### src/rtl/jts16_arb_pkg.sv
// Shared types and helpers for the jts16 SDRAM bank read arbiter.
package jts16_arb_pkg;

    typedef enum logic [1:0] {
        IDLE = 2'd0,
        REQ  = 2'd1,
        DATA = 2'd2
    } arb_state_e;

    localparam int DEF_SLOTS = 4;

    // Slot index width: $clog2(slots), but never narrower than one bit
    function automatic int idx_width(input int slots);
        return (slots > 1) ? $clog2(slots) : 1;
    endfunction

endpackage

### src/rtl/jts16_arb_slot.sv
// One client slot: a single-entry tag/data cache with hit compare and ok generation.
module jts16_arb_slot
    import jts16_arb_pkg::*;
#(
    parameter int AW = 22,
    parameter int DW = 16
) (
    input  logic          clk,
    input  logic          rstn,
    input  logic          inval,
    input  logic          cs,
    input  logic [AW-1:0] addr,
    input  logic          fill,
    input  logic [AW-1:0] fill_tag,
    input  logic [DW-1:0] fill_data,
    output logic          ok,
    output logic          miss,
    output logic [DW-1:0] data
);

    logic          valid_r;
    logic [AW-1:0] tag_r;
    logic [DW-1:0] data_r;
    logic          hit_s;

    // Cache entry: inval wins over a fill; the arbiter never fills in an inval cycle
    always_ff @(posedge clk or negedge rstn) begin
        if (!rstn) begin
            valid_r <= 1'b0;
            tag_r   <= '0;
            data_r  <= '0;
        end else begin
            if (inval) begin
                valid_r <= 1'b0;
            end else if (fill) begin
                valid_r <= 1'b1;
            end else begin
                valid_r <= valid_r;
            end
            if (fill) begin
                tag_r  <= fill_tag;
                data_r <= fill_data;
            end else begin
                tag_r  <= tag_r;
                data_r <= data_r;
            end
        end
    end

    // Hit/ok/miss are combinational so dropping cs clears ok in the same cycle
    always_comb begin
        hit_s = valid_r && (tag_r == addr);
        ok    = cs & hit_s;
        miss  = cs & ~hit_s;
    end

    assign data = data_r;

endmodule

### src/rtl/jts16_bank_arbiter.sv
// N-slot cached read arbiter for one SDRAM bank.
// Optional macro JTS16_ARB_RR_EN selects round-robin instead of fixed priority.
module jts16_bank_arbiter
    import jts16_arb_pkg::*;
#(
    parameter int SLOTS = DEF_SLOTS,
    parameter int AW    = 22,
    parameter int DW    = 16
) (
    input  logic                clk,
    input  logic                rstn,
    input  logic                inval,
    input  logic [SLOTS-1:0]    slot_cs,
    input  logic [SLOTS*AW-1:0] slot_addr,
    output logic [SLOTS-1:0]    slot_ok,
    output logic [SLOTS*DW-1:0] slot_data,
    output logic [AW-1:0]       ba_addr,
    output logic                ba_rd,
    input  logic                ba_ack,
    input  logic                ba_dok,
    input  logic                ba_rdy,
    input  logic [15:0]         data_read,
    output logic                busy
);

    localparam int IW = idx_width(SLOTS);

    arb_state_e      state_r, state_nx_s;
    logic [SLOTS-1:0] miss_s, fill_s;
    logic            grant_s, drop_r, ba_rd_r, busy_s;
    logic [IW-1:0]   win_s, win_r;
    logic [AW-1:0]   ba_addr_r;
    logic [DW-1:0]   buf_r, merged_s, fill_data_s;

    genvar gi;
    generate
        for (gi = 0; gi < SLOTS; gi++) begin : g_slot
            jts16_arb_slot #(.AW(AW), .DW(DW)) u_slot (
                .clk       (clk),
                .rstn      (rstn),
                .inval     (inval),
                .cs        (slot_cs[gi]),
                .addr      (slot_addr[gi*AW +: AW]),
                .fill      (fill_s[gi]),
                .fill_tag  (ba_addr_r),
                .fill_data (fill_data_s),
                .ok        (slot_ok[gi]),
                .miss      (miss_s[gi]),
                .data      (slot_data[gi*DW +: DW])
            );
        end
    endgenerate

`ifdef JTS16_ARB_RR_EN
    logic [IW-1:0] ptr_r;

    // Round-robin pick: first missing slot at or after the pointer
    always_comb begin
        int idx_v;
        grant_s = 1'b0;
        win_s   = '0;
        idx_v   = 0;
        for (int k = SLOTS - 1; k >= 0; k--) begin
            idx_v = (int'(ptr_r) + k) % SLOTS;
            if (miss_s[idx_v]) begin
                grant_s = 1'b1;
                win_s   = IW'(idx_v);
            end else begin
                grant_s = grant_s;
                win_s   = win_s;
            end
        end
    end

    // Pointer advances past each granted slot
    always_ff @(posedge clk or negedge rstn) begin
        if (!rstn) begin
            ptr_r <= '0;
        end else if (state_r == IDLE && grant_s) begin
            ptr_r <= (win_s == IW'(SLOTS - 1)) ? '0 : win_s + IW'(1);
        end else begin
            ptr_r <= ptr_r;
        end
    end
`else
    // Fixed priority pick: lowest missing index wins
    always_comb begin
        grant_s = 1'b0;
        win_s   = '0;
        for (int i = SLOTS - 1; i >= 0; i--) begin
            if (miss_s[i]) begin
                grant_s = 1'b1;
                win_s   = IW'(i);
            end else begin
                grant_s = grant_s;
                win_s   = win_s;
            end
        end
    end
`endif

    generate
        if (DW == 32) begin : g_w32
            logic wsel_r;

            // Word select: low word first, reset at each issue
            always_ff @(posedge clk or negedge rstn) begin
                if (!rstn) begin
                    wsel_r <= 1'b0;
                end else if (state_r == IDLE) begin
                    wsel_r <= 1'b0;
                end else if (state_r == DATA && ba_dok) begin
                    wsel_r <= ~wsel_r;
                end else begin
                    wsel_r <= wsel_r;
                end
            end

            // Merge the incoming word into the half selected by wsel_r
            always_comb begin
                merged_s = buf_r;
                if (wsel_r) begin
                    merged_s[DW-1:16] = data_read;
                end else begin
                    merged_s[15:0] = data_read;
                end
            end
        end else begin : g_w16
            // Single-word slots take the read word as-is
            always_comb begin
                merged_s = data_read;
            end
        end
    endgenerate

    // State register
    always_ff @(posedge clk or negedge rstn) begin
        if (!rstn) begin
            state_r <= IDLE;
        end else begin
            state_r <= state_nx_s;
        end
    end

    // Next-state logic
    always_comb begin
        state_nx_s = state_r;
        case (state_r)
            IDLE:    state_nx_s = grant_s ? REQ : IDLE;
            REQ:     state_nx_s = ba_ack ? DATA : REQ;
            DATA:    state_nx_s = ba_rdy ? IDLE : DATA;
            default: state_nx_s = IDLE;
        endcase
    end

    // Outputs and fill strobes; a fill seeing inval now or earlier is discarded
    always_comb begin
        busy_s      = (state_r != IDLE);
        fill_data_s = ba_dok ? merged_s : buf_r;
        for (int i = 0; i < SLOTS; i++) begin
            fill_s[i] = (state_r == DATA) && ba_rdy && !inval && !drop_r &&
                        (win_r == IW'(i));
        end
    end

    // Transaction datapath: issue latch, request handshake, data collection
    always_ff @(posedge clk or negedge rstn) begin
        if (!rstn) begin
            ba_rd_r   <= 1'b0;
            ba_addr_r <= '0;
            win_r     <= '0;
            buf_r     <= '0;
            drop_r    <= 1'b0;
        end else begin
            case (state_r)
                IDLE: begin
                    if (grant_s) begin
                        ba_rd_r   <= 1'b1;
                        ba_addr_r <= slot_addr[win_s*AW +: AW];
                        win_r     <= win_s;
                        buf_r     <= '0;
                        drop_r    <= inval;
                    end else begin
                        ba_rd_r <= 1'b0;
                    end
                end
                REQ: begin
                    ba_rd_r <= ba_ack ? 1'b0 : 1'b1;
                    drop_r  <= drop_r | inval;
                end
                DATA: begin
                    if (ba_dok) begin
                        buf_r <= merged_s;
                    end else begin
                        buf_r <= buf_r;
                    end
                    drop_r <= drop_r | inval;
                end
                default: begin
                    ba_rd_r <= 1'b0;
                end
            endcase
        end
    end

    assign ba_rd   = ba_rd_r;
    assign ba_addr = ba_addr_r;
    assign busy    = busy_s;

endmodule

### config.mk
export PLATFORM = sky130hd
export DESIGN_NAME = jts16_bank_arbiter
export DESIGN_NICKNAME = d
export VERILOG_FILES = /design/src/rtl/jts16_arb_pkg.sv /design/src/rtl/jts16_arb_slot.sv /design/src/rtl/jts16_bank_arbiter.sv
export SDC_FILE = /design/constraint.sdc
export NUM_CORES = 1
export LEC_CHECK = 0
export BUFFER_PORTS_ARGS = -buffer_cell sky130_fd_sc_hd__buf_2
export CORE_MARGIN = 2
export CORE_UTILIZATION = 45
export CTS_BUF_LIST = sky130_fd_sc_hd__clkbuf_8 sky130_fd_sc_hd__clkbuf_16
export CTS_CLUSTER_SIZE = 28
export DETAILED_ROUTE_END_ITERATION = 7
export GPL_ROUTABILITY_DRIVEN = 0
export GPL_TIMING_DRIVEN = 1
export PLACE_DENSITY_LB_ADDON = 0.08
export RECOVER_POWER = 100
export SYNTH_ARGS = -nofsm -noshare
export SYNTH_HDL_FRONTEND = slang
export SYNTH_HIERARCHICAL = 1
export SYNTH_SLANG_ARGS = --single-unit
### constraint.sdc
create_clock -name clk -period 2.9 [get_ports clk]
set_clock_uncertainty 0.2 [all_clocks]
set_input_delay 0.29 -clock clk [delete_from_list [all_inputs] [get_ports clk]]
set_output_delay 0.29 -clock clk [all_outputs]
set_load 0.02 [all_outputs]
# After elaboration in Yosys (flattened, before gate mapping)
# Cells that the tools add are included.
dict set report totals {
  reg_bits 200
  latchBits 0
  ram_bits 0
  mem_bits_ro 0
  input_bits 114
  output_inout_bits 92
  wordCells 97
  n_memories 0
}
dict set report op_classes {
  n_addsub 0
  mul 1
  div_mod_pow 0
  magnitude_cmp 0
  eq_ne 10
  shifts 1
  n_mux 28
  n_bitwise 13
  reduce_logical 26
}
# operator n
set ops {}
lappend ops {{$eq A22 B22 Y1} 4}
lappend ops {{$shiftx A88 B8 Y22} 1}
lappend ops {{$mux W16} 2}
lappend ops {{$pmux W16 S2} 1}
lappend ops {{$mux W1} 16}
lappend ops {{$reduce_bool A2 Y1} 7}
lappend ops {{$mux W2} 6}
lappend ops {{$logic_and A1 B1 Y1} 11}
lappend ops {{$and A1 B1 Y1} 8}
lappend ops {{$eq A2 B2 Y1 const B} 3}
lappend ops {{$mul A2 B4 Y6 const B} 1}
lappend ops {{$pmux W2 S3} 1}
lappend ops {{$reduce_and A2 Y1} 3}
lappend ops {{$eq A2 B1 Y1 const B} 2}
lappend ops {{$logic_not A2 Y1} 2}
lappend ops {{$not A1 Y1} 4}
lappend ops {{$pmux W1 S3} 1}
lappend ops {{$logic_not A1 Y1} 2}
lappend ops {{$ne A2 B2 Y1 const B} 1}
lappend ops {{$pmux W1 S2} 1}
lappend ops {{$reduce_or A2 Y1} 1}
lappend ops {{$or A1 B1 Y1} 1}

# Logic depth before layout (Yosys ltp)
dict set report depth {
  ltp_word 10
  ltp_mapped 10
  depth_no_buf 7
}

# By module
# Netlist, hierarchy kept.
# module n_inst cells_each area_per_inst_um2 seq_area_each_um2
set modules_own_cells {}
lappend modules_own_cells {jts16_arb_slot 4 114 1684.1 975.9}
lappend modules_own_cells {jts16_bank_arbiter 1 378 3156.8 1101.1}

# Least setup slack after synthesis
# No wires, ideal clock.
dict set report synth_timing {
  path_type {register -> register}
  from {register state_r[0]}
  to {register g_slot[0].u_slot.tag_r[10]}
  setup_time_ns 0.125
  arrival_ns 2.277
  t_required_ns 2.575
  slack_ns 0.298
  path_stages_with_launch 9
  n_path_buf 3
  period_less_slack_ns 2.602
  cell_sequence {dfrtp_1 -> inv_1 -> ha_1 -> buf_2 -> nor4bb_1 -> nor3b_1 -> buf_2 -> buf_4 -> mux2_2}
}
dict set report synth_between {
  elab_chain_len 5
}
# item line
set synth_rtl {}
lappend synth_rtl {{start: declaration} jts16_bank_arbiter.sv:28} ;# arb_state_e state_r, state_nx_s;
lappend synth_rtl {{start signal: assignment} jts16_bank_arbiter.sv:141} ;# state_r <= state_nx_s;
lappend synth_rtl {{$eq A2 B2 Y1} jts16_bank_arbiter.sv:161} ;# fill_s[i] = (state_r == DATA) && ba_rdy && !inval && !drop_r &&
lappend synth_rtl {{$logic_and A1 B1 Y1 (4 in series)} jts16_bank_arbiter.sv:161}
lappend synth_rtl {{net fill_s[0]} jts16_bank_arbiter.sv:29} ;# logic [SLOTS-1:0] miss_s, fill_s;
lappend synth_rtl {{end signal: assignment} jts16_arb_slot.sv:41} ;# tag_r <= fill_tag;
lappend synth_rtl {{end signal: assignment} jts16_arb_slot.sv:44} ;# tag_r <= tag_r;
lappend synth_rtl {{end: declaration} jts16_arb_slot.sv:22} ;# logic [AW-1:0] tag_r;
# The timed path passes the listed nets, and every way through them passes these cells.
# A chain may end at the register's enable or synchronous reset.

# Worst setup path in the final report
dict set report layout_timing {
  from {register g_slot[1].u_slot.tag_r[12]}
  to {register buf_r[10]}
}
dict set report layout_between {
  elab_chain_len 8
}
# item line
set layout_rtl {}
lappend layout_rtl {{start: declaration} jts16_arb_slot.sv:22}
lappend layout_rtl {{start signal: assignment} jts16_arb_slot.sv:41}
lappend layout_rtl {{start signal: assignment} jts16_arb_slot.sv:44}
lappend layout_rtl {{$eq A22 B22 Y1} jts16_arb_slot.sv:52} ;# hit_s = valid_r && (tag_r == addr);
lappend layout_rtl {{$logic_and A1 B1 Y1} jts16_arb_slot.sv:52}
lappend layout_rtl {{$not A1 Y1} jts16_arb_slot.sv:54} ;# miss = cs & ~hit_s;
lappend layout_rtl {{$and A1 B1 Y1} jts16_arb_slot.sv:54}
lappend layout_rtl {{net miss_s[1]} jts16_bank_arbiter.sv:29}
lappend layout_rtl {{$mux W1 (2 in series)} jts16_bank_arbiter.sv:91} ;# if (miss_s[i]) begin
lappend layout_rtl {{$ne A2 B2 Y1 (no line)} --}
lappend layout_rtl {{$reduce_and A2 Y1 (no line)} --}
lappend layout_rtl {{end signal: assignment} jts16_bank_arbiter.sv:193} ;# buf_r <= merged_s;
lappend layout_rtl {{end signal: assignment} jts16_bank_arbiter.sv:195} ;# buf_r <= buf_r;
lappend layout_rtl {{end: declaration} jts16_bank_arbiter.sv:33} ;# logic [DW-1:0] buf_r, merged_s, fill_data_s;
# The timed path passes the listed nets, and every way through them passes these cells.

==> flow_summary.json <==
{
  "slowest_delay_ps": 580,
  "viasPerCell": 5.32,
  "cts_buffers": 17,
  "htreeDepth": 4,
  "rsz0062_at_grt": "no",
  "p_per_area_mw_per_mm2": 873,
  "areaGrowthSynthToFinish_pct": 20.6,
  "crit_arrival_ps": 2890,
  "grt_pass1_wl_um": 43300,
  "cp.required_ps": 3010,
  "io_buffer_count": 205,
  "synth_edf_count": 0,
  "grt_pass1_vias": 7429,
  "synthTopCellsByCount": "dfrtp_1, mux2_2, xnor2_1",
  "yosys.cell_count.top_type": "dfrtp_1",
  "chipHeight_um": 152,
  "ios": 206,
  "slew_violations": 69,
  "path_buf_inv": 2,
  "post-route-min-period_ps": 2780,
  "hpwl_um": 19200,
  "path_max_fanout": 19,
  "overflow": 0,
  "drcViolationCount": 0,
  "p_sw_mw": 3.87,
  "track_usage_pct": 24.2,
  "p_leak_nw": 5.59,
  "path_class": "flop to flop",
  "grt_max_degree": 70,
  "swShare_pct": 37.1,
  "synth_ff_type": "dfrtp_1",
  "coreArea_sq_mm": 0.0217,
  "synth-seq-cells": 200,
  "clk_path_buf_depth": 2,
  "combPwrFrac_pct": 33.6,
  "max_freq_mhz": 359,
  "hold_viol": 0,
  "fillers": 2003,
  "dr.pass1.iters": 5,
  "p_seq_share_pct": 43.1,
  "drt_iter0_markers": 268,
  "p_int_mw": 6.55,
  "clk_latency_ps": 440,
  "finalSetupViolations": 0,
  "worst_slew_pin_slew_ps": 1810,
  "async_flop_share_pct": 100,
  "synth_top_area_cell": "dfrtp_1",
  "yosys_warnings": 6,
  "worstSetupEndpointType": "flop",
  "yosysUniqueCellTypes": 36,
  "avgSynthCellArea_sq_um": 11.9,
  "initial_utilization_pct": 45.6,
  "cts_sinks": 200,
  "clk_pin_slew_ps": 80,
  "total_power_mw": 10.4,
  "synth_top_area_share_pct": 50.6,
  "fin_crit_sh_pct": 96.0,
  "vias": 7121,
  "syn_area_sq_mm": 0.00989,
  "status": "finished, violations left",
  "pwr-share-clk_pct": 23.3,
  "cp_cell_sequence": "xnor2_1, nand4_1, nor4_1, buf_4, a21boi_4, o41a_4, buf_12, o211ai_1, o21ai_1",
  "fin_nets": 1163,
  "postCtsSetupBuffers": 0,
  "max_cap_violations": 1,
  "cp-start-kind": "flop",
  "hold_class": "input port to flop",
  "ant_nets": 0,
  "antenna_found_initial": 1,
  "synth_fp_nets": 952,
  "drt-wirelength-per-cell_um": 20.7,
  "failed_checks": "max-capacitance violations, max-slew violations",
  "tns_ps": 0,
  "cp_top_family": "compound AO/OA/AOI/OAI gates",
  "cts_tree": "built",
  "ys_seq_area_share_pct": 50.6,
  "row_count": 54,
  "crit_slowest_cell": "o41a_4",
  "ir_worst_vdd_mv": 0.406,
  "detail_route.wirelength_um": 27700,
  "slew_headroom_pct": -20.9,
  "synthTopCellsByArea": "dfrtp_1, mux2_2, xnor2_1",
  "r2r-start": "g_slot[1].u_slot/tag_r[12]$_DFFE_PN0P_",
  "die_w_um": 152,
  "crit_start": "g_slot[1].u_slot/tag_r[12]$_DFFE_PN0P_",
  "root_buffer": "clkbuf_16",
  "hp-start": "slot_addr[9]",
  "syn_inst": 834,
  "drive_above_1_share_pct": 34.0,
  "die-area_sq_mm": 0.0232
}
cell families (layout without fill, tap and decap cells):
group	Yosys count	count (layout)	synth area share, %
xor gates and xnor gates	88	88	7.79
and+or+nand+nor	144	144	8.95
adders and majority gates	4	4	0.506
AOI/OAI and AO/OA	134	134	8.75
other	0	1	0
buffers and inverters	95	319	4.19
DFF	200	200	50.6
muxes	169	169	19.2
cells in the final DEF, fill, tap and decap left out, types with 3 or more instances in the layout:
cell type / instances
nor2b_1: 22
a22o_1: 23
nand3b_1: 22
xnor2_1: 75
ha_1: 4
xor2_1: 12
mux2_2: 168
dlygate4sd3_1: 4
nor2_1: 35
buf_2: 115
nor4_1: 7
clkbuf_2: 5
a21oi_1: 25
inv_6: 4
clkbuf_16: 17
o21ai_0: 29
o211ai_1: 16
and3b_1: 22
buf_4: 18
clkbuf_1: 93
a21boi_4: 3
inv_1: 44
nand4_1: 20
inv_8: 3
nand2_1: 4
dfrtp_1: 200
buf_12: 6
clkbuf_4: 3
and3_1: 4
o21ai_1: 9
a31oi_1: 22
per-layer routing:
metal  wire length (um)  vias up  GRT usage, %
li1                   -     3362             -
met1              12100     3516          31.6
met2              13600      213          40.6
met3               1470       30          5.06
met4                546        0          7.70
met5                  0        -             0
worst reg2reg max path: cells and delay by family (launching register included):
family          cells  cell delay, ps
compound gates      4             910
xor+xnor            1             340
buf+inv             2             370
flops               1             390
simple gates        2             440
registers in the layout, indices dropped and copies added (netlist names):
signal                 cells
g_slot.u_slot/valid_r      4
ba_addr                   22
g_slot.u_slot/data        64
state_r                    2
buf_r                     16
win_r                      2
g_slot.u_slot/tag_r       88
drop_r                     1
ba_rd                      1
cell type report:
cell class | instances | area (sq um) | share of cell area (%)
Antenna cell | 1 | 2.50 | 0.0210
Clock buffer | 19 | 453 | 3.80
Clock inverter | 13 | 135 | 1.13
Inverter | 43 | 161 | 1.35
Multi-Input combinational cell | 539 | 4560 | 38.2
Sequential cell | 200 | 5000 | 41.9
Tap cell | 280 | 350 | 2.94
Timing Repair Buffer | 244 | 1270 | 10.6
repair_timing:
action                                  CTS  global route
hold endpoints to repair                 70             0
resized for setup                         0             3
hold buffers                              4             0
endpoints found under the setup margin    0            37
path summary, 6_finish.rpt:
path	end	slack [ps]	cells past startpoint
worst max-delay path	buf_r[10]$_DFFE_PN0P_	120	9
worst min-delay path	ba_addr[9]$_DFFE_PN0P_	50	4
worst max register to register	buf_r[10]$_DFFE_PN0P_	120	9
worst min register to register	g_slot[0].u_slot/valid_r$_DFFE_PN0P_	300	2
max in group asynchronous	ba_addr[1]$_DFFE_PN0P_	410	3
min in group asynchronous	g_slot[1].u_slot/tag_r[9]$_DFFE_PN0P_	660	2
power by group through the flow:
stage               Sequential (mW)  Clock, mW  Combinational [mW]
floorplan                      4.76          0                1.97
global placement               4.52          0                3.55
detailed placement             4.53          0                3.60
CTS                            4.49       2.48                3.62
global route                   4.64       2.60                3.81
finish                         4.49       2.42                3.50
through the flow:
stage	worst slack (ps)	hold WS [ps]	instances	instance area, sq um	util, %
6_report	116	47.9	1339	11900	55.0
5_1_grt	0.219	44.3	1338	11900	55.0
4_1_cts	29.5	29.8	1338	12100	55.7
3_5_place_dp	0.554	142	1302	11400	52.8
3_3_place_gp	10.9	140	1302	11400	52.8
2_1_floorplan	298	-206	834	9890	-
(Power assumes the default switching activity.)
